$ cat src/rtl/alu_div_unit.sv
// Multi-cycle restoring divider for the ALU DIV op: start/ready issue, WIDTH shift-subtract steps, done pulse.
// Optional ALU_DIV_SIGNED_EN selects two's-complement truncating division; default build is unsigned.
module alu_div_unit #(
  parameter int WIDTH = 32
) (
  input  logic             clk,
  input  logic             rst,
  input  logic             start,
  input  logic [WIDTH-1:0] dividend,
  input  logic [WIDTH-1:0] divisor,
  output logic             ready,
  output logic             busy,
  output logic             done,
  output logic [WIDTH-1:0] quotient,
  output logic [WIDTH-1:0] remainder,
  output logic [1:0]       flags
);
  localparam int CW = $clog2(WIDTH + 1);

  typedef enum logic [1:0] {IDLE, CALC, DONE} state_t;
  state_t state, state_nxt;

  logic [WIDTH-1:0] dvd_q, dsr_q, rem_q, quo_q;
  logic [CW-1:0]    cnt_q;
  logic [WIDTH:0]   diff;
  logic [WIDTH-1:0] a_mag, b_mag, q_fin, r_fin;
  logic             accept, calc_end, dsr_zero;

`ifdef ALU_DIV_SIGNED_EN
  logic q_neg, r_neg;
  assign a_mag = dividend[WIDTH-1] ? -dividend : dividend;
  assign b_mag = divisor[WIDTH-1]  ? -divisor  : divisor;
  assign q_fin = q_neg ? -quo_q : quo_q;
  assign r_fin = r_neg ? -rem_q : rem_q;
`else
  assign a_mag = dividend;
  assign b_mag = divisor;
  assign q_fin = quo_q;
  assign r_fin = rem_q;
`endif

  assign accept   = start && (state == IDLE);
  assign dsr_zero = (divisor == '0);
  assign calc_end = (state == CALC) && (cnt_q == CW'(WIDTH));
  // Full WIDTH+1 subtract: the shifted partial remainder can exceed WIDTH bits
  // when the divisor has its MSB set, so diff[WIDTH] is a true borrow.
  assign diff     = {rem_q, dvd_q[WIDTH-1]} - {1'b0, dsr_q};

  assign ready = (state == IDLE);
  assign busy  = (state != IDLE);
  assign done  = (state == DONE);

  always_comb begin
    state_nxt = state;
    case (state)
      IDLE: if (accept) state_nxt = dsr_zero ? DONE : CALC;
      CALC: if (calc_end) state_nxt = DONE;
      DONE: state_nxt = IDLE;
      default: state_nxt = IDLE;
    endcase
  end

  always_ff @(posedge clk) begin
    if (rst) begin
      state     <= IDLE;
      dvd_q     <= '0;
      dsr_q     <= '0;
      rem_q     <= '0;
      quo_q     <= '0;
      cnt_q     <= '0;
      quotient  <= '0;
      remainder <= '0;
      flags     <= '0;
`ifdef ALU_DIV_SIGNED_EN
      q_neg     <= 1'b0;
      r_neg     <= 1'b0;
`endif
    end else begin
      state <= state_nxt;
      if (accept) begin
        dvd_q <= a_mag;
        dsr_q <= b_mag;
        rem_q <= '0;
        quo_q <= '0;
        cnt_q <= '0;
`ifdef ALU_DIV_SIGNED_EN
        q_neg <= dividend[WIDTH-1] ^ divisor[WIDTH-1];
        r_neg <= dividend[WIDTH-1];
`endif
        if (dsr_zero) begin
          quotient  <= '1;
          remainder <= dividend;
          flags     <= 2'b01;
        end
      end else if (state == CALC) begin
        if (!calc_end) begin
          dvd_q <= dvd_q << 1;
          quo_q <= {quo_q[WIDTH-2:0], ~diff[WIDTH]};
          rem_q <= diff[WIDTH] ? {rem_q[WIDTH-2:0], dvd_q[WIDTH-1]} : diff[WIDTH-1:0];
          cnt_q <= cnt_q + CW'(1);
        end else begin
          quotient  <= q_fin;
          remainder <= r_fin;
          flags     <= {(q_fin == '0), 1'b0};
        end
      end
    end
  end
endmodule

$ cat config.mk
export PLATFORM = sky130hd
export DESIGN_NAME = alu_div_unit
export DESIGN_NICKNAME = d
export VERILOG_FILES = /design/src/rtl/alu_div_unit.sv
export SDC_FILE = /design/constraint.sdc
export NUM_CORES = 1
export LEC_CHECK = 0
export ABC_CLOCK_PERIOD_IN_PS = 5800
export BUFFER_PORTS_ARGS = -buffer_cell sky130_fd_sc_hd__buf_2
export CAP_MARGIN = 20
export CORE_MARGIN = 4
export CORE_UTILIZATION = 45
export DETAILED_ROUTE_END_ITERATION = 8
export GPL_ROUTABILITY_DRIVEN = 0
export GPL_TIMING_DRIVEN = 0
export PLACE_DENSITY = 0.64
export SETUP_SLACK_MARGIN = 0.4
export SLEW_MARGIN = 40
export SYNTH_ARGS = -nofsm -noshare
export SYNTH_HDL_FRONTEND = slang
export SYNTH_SLANG_ARGS = --single-unit
$ cat constraint.sdc
create_clock -name clk -period 5.8 [get_ports clk]
set_input_delay 0.87 -clock clk [delete_from_list [all_inputs] [get_ports clk]]
set_output_delay 0.87 -clock clk [all_outputs]
set_load 0.05 [all_outputs]
==> impl_metrics.tcl <==
set metrics [dict create \
    status "finished clean" \
    grt_pass1_wl_mm 46.3 \
    fin_area_um2 11700 \
    synth-edff-count 0 \
    vias 9717 \
    final_cell_mix "nand2_1 (279), dfxtp_1 (202), nor2_1 (163), buf_2 (135), a21oi_1 (101)" \
    final_core_util 0.538 \
    synth_top_flop_cell "dfxtp_1" \
    slew_headroom 0.520 \
    hold_viol 0 \
    required_ns 6.19 \
    pin_count 136 \
    cts.root.buffer_cell "clkbuf_16" \
    grt.total_usage 0.233 \
    cts_resized 0 \
    drt_wl_total_mm 29.6 \
    finClkSkew_ns 0.00621 \
    num_rows 54 \
    reg2reg_depth 14 \
    critPathMaxStageDelay_ns 0.38 \
    yosysWarnings 0 \
    placed_area_um2 10900 \
    drc 0 \
    power.switching_w 0.00119 \
    drive_above_1_share 0.137 \
    path_class "reg2reg" \
    nets 1563 \
    hpwl_mm 22.3 \
    initial_core_util 0.455 \
    ant_nets 0 \
    postSynthNetCount 1404 \
    timing.rr.end "r_fin[3]" \
    clockPowerShare 0.385 \
    start_kind "flip-flop" \
    synthesis.area_um2 9900 \
    pwr-share-comb 0.229 \
    period_needed_ns 3.32 \
    synth_cells 1302 \
    cts_setup_buffers 0 \
    drtIter0Drc 724 \
    cpMaxStageDelayCell "fa_1" \
    hold_path_class "reg2reg" \
    finalSetupViolCount 0 \
    avgRoutedWirePerCell_um 16.8 \
    swShare 0.310 \
    vias_per_cell 5.53 \
    grt_max_degree 14 \
    r2r_slack_ns 2.48 \
    antenna_found_initial 0 \
    min_to "dsr_q[24]" \
    post_synth.cell_area_avg_um2 7.60 \
    fmax_ghz 0.301 \
    drtPass1Iterations 5 \
    r2r-start "dvd_q[31]" \
    synth-seq-cells 202 \
    die_w_um 156 \
    syn_to_final_growth_pct 18.2 \
    p_seq_frac 0.386 \
    slew_viol_final 0 \
    arrival_ns 3.71 \
    cts_max_level 1 \
    leakagePower_nw 4.74 \
    cellPowerDensity_nw_per_um2 329 \
    setup_tns_ns 0 \
    power_w 0.00385 \
    post-route-period-util 0.573 \
    grt_pass1_vias 8598 \
    end_kind "flip-flop" \
    clk_latency_ns 0.52 \
    hold_buffers 0 \
    hold_slack_ns 0.453 \
    ir_worst_vdd_mv 0.202 \
    dieArea_um2 24400 \
    cts_buffers 23 \
    hp-start "dsr_q[24]" \
    worst_slew_pin_slew_ns 0.716 \
    diodes 0 \
    fillCellCount 2171 \
    cts.sinks 202 \
    rsz0062_at_grt "no" \
    drv_cap 0 \
    ys_types 69 \
    layout_commonest_cell "nand2_1" \
    overflow 0 \
    p_int_w 0.00266 \
    cts.path.max_buffers 3 \
    path_cells "inv_1 > ha_1 > fa_1 > and2b_1 > o21ai_2 > a21oi_2 > o21ai_0 > a31oi_2 > o21a_2 > o211ai_2 > buf_6 > buf_4 > a211oi_1 > nor3_1" \
    port_buffers 134 \
    yosysSeqAreaShare 0.408 \
    die_y_um 156 \
    core-area_um2 21800 \
    cts_tree "built" \
    async_flop_share 0 \
    path_max_fanout 10 \
    hold_path_depth 2 \
    path_clk_slew_ns 0.06 \
]
-- metal layers --
| layer | track usage | routed length (um) | vias to the layer above |
|---|---|---|---|
| li1 | - | - | 4858 |
| met1 | 0.348 | 14000 | 4528 |
| met2 | 0.361 | 12900 | 290 |
| met3 | 0.0310 | 2030 | 41 |
| met4 | 0.0496 | 537 | 0 |
| met5 | 0 | 0 | - |
-- cells in the mapped netlist (all sizes together), types with 2 or more instances --
cell     instances  area share
a21boi           2      0.0015
o21a             4      0.0032
buf             16      0.0096
and3             3      0.0019
inv             43       0.016
or4              2      0.0015
and2             3      0.0019
xor2            18       0.018
o21bai           3      0.0023
a22oi            3      0.0023
a21o            11      0.0083
o22ai            4      0.0025
clkbuf          71       0.027
a41oi            2      0.0025
xnor2           13       0.012
o2111ai          3      0.0027
a211oi          40       0.033
nor3            87       0.044
a31oi            6      0.0044
a311oi          43       0.038
nand3           23       0.012
o211a            2      0.0020
mux2i            4      0.0040
nand2          279        0.11
nand2b           4      0.0025
nor3b            3      0.0028
nor2           163       0.062
nor4            18       0.011
o41ai            2      0.0025
a21oi          104       0.054
dfxtp          202        0.41
nand4           12      0.0076
ha              34       0.043
o211ai           5      0.0043
nor2b            9      0.0057
or3              2      0.0013
o21ai           44       0.023
-- power by group through the flow --
stage / combinational [W] / clock, W / sequential (W)
floorplan: 0.000658 / 0 / 0.00150
global placement: 0.000861 / 0 / 0.00151
detailed placement: 0.000867 / 0 / 0.00152
CTS: 0.000871 / 0.00151 / 0.00149
global route: 0.000970 / 0.00157 / 0.00149
finish: 0.000880 / 0.00148 / 0.00149
-- registers in the layout, summed over array words and instances (netlist names) --
register,flops
state,2
dvd_q,32
flags,2
dsr_q,32
remainder,32
q_fin,32
quotient,32
r_fin,32
cnt_q,6
-- critical path: cells and delay by family (launching register included) --
kind / cells / cell delay, ns
AO/OA/AOI/OAI: 7 / 1.48
flip-flops: 1 / 0.35
AND/OR/NAND/NOR: 2 / 0.32
buffers and inverters: 3 / 0.42
adder cells (fa/ha/maj): 2 / 0.60
-- cell families (layout without fill, tap and decap cells) --
family	count (synthesis)	after routing	synth area share
simple gates	613	613	0.265
compound gates	287	287	0.195
flops	202	202	0.408
buf+inv	130	304	0.0528
fa+ha+maj	35	35	0.0450
xor+xnor	31	31	0.0293
mux	4	4	0.00404
-- worst max path at each step --
stage	slack, ns	cells after the start	startpoint	to
finish	2.48	14	dvd_q[31]	r_fin[3]
global route	2.30	14	dvd_q[31]	r_fin[3]
detailed placement	2.50	14	dvd_q[31]	r_fin[3]
global placement	2.27	7	divisor[31]	quotient[2]
CTS	2.48	14	dvd_q[31]	r_fin[3]
floorplan	3.08	14	dvd_q[31]	r_fin[15]
-- layout make-up --
| class | instances | area (um2) | share of cell area |
|---|---|---|---|
| inverter | 43 | 161 | 0.0138 |
| clock inverter | 9 | 119 | 0.0102 |
| sequential | 202 | 4040 | 0.346 |
| timing repair buffer | 134 | 671 | 0.0573 |
| multi-input combinational | 970 | 5340 | 0.456 |
| tap | 280 | 350 | 0.0299 |
| clock buffer | 31 | 656 | 0.0560 |
| buffer | 87 | 363 | 0.0310 |
-- stage by stage --
stage | cells | setup WS, ns
finish | 1756 | 2.48
global route | 1756 | 2.30
CTS | 1756 | 2.48
detailed placement | 1716 | 2.50
global placement | 1716 | 2.27
floorplan | 1302 | 3.08
No activity file was read; power rests on OpenSTA's default activity.
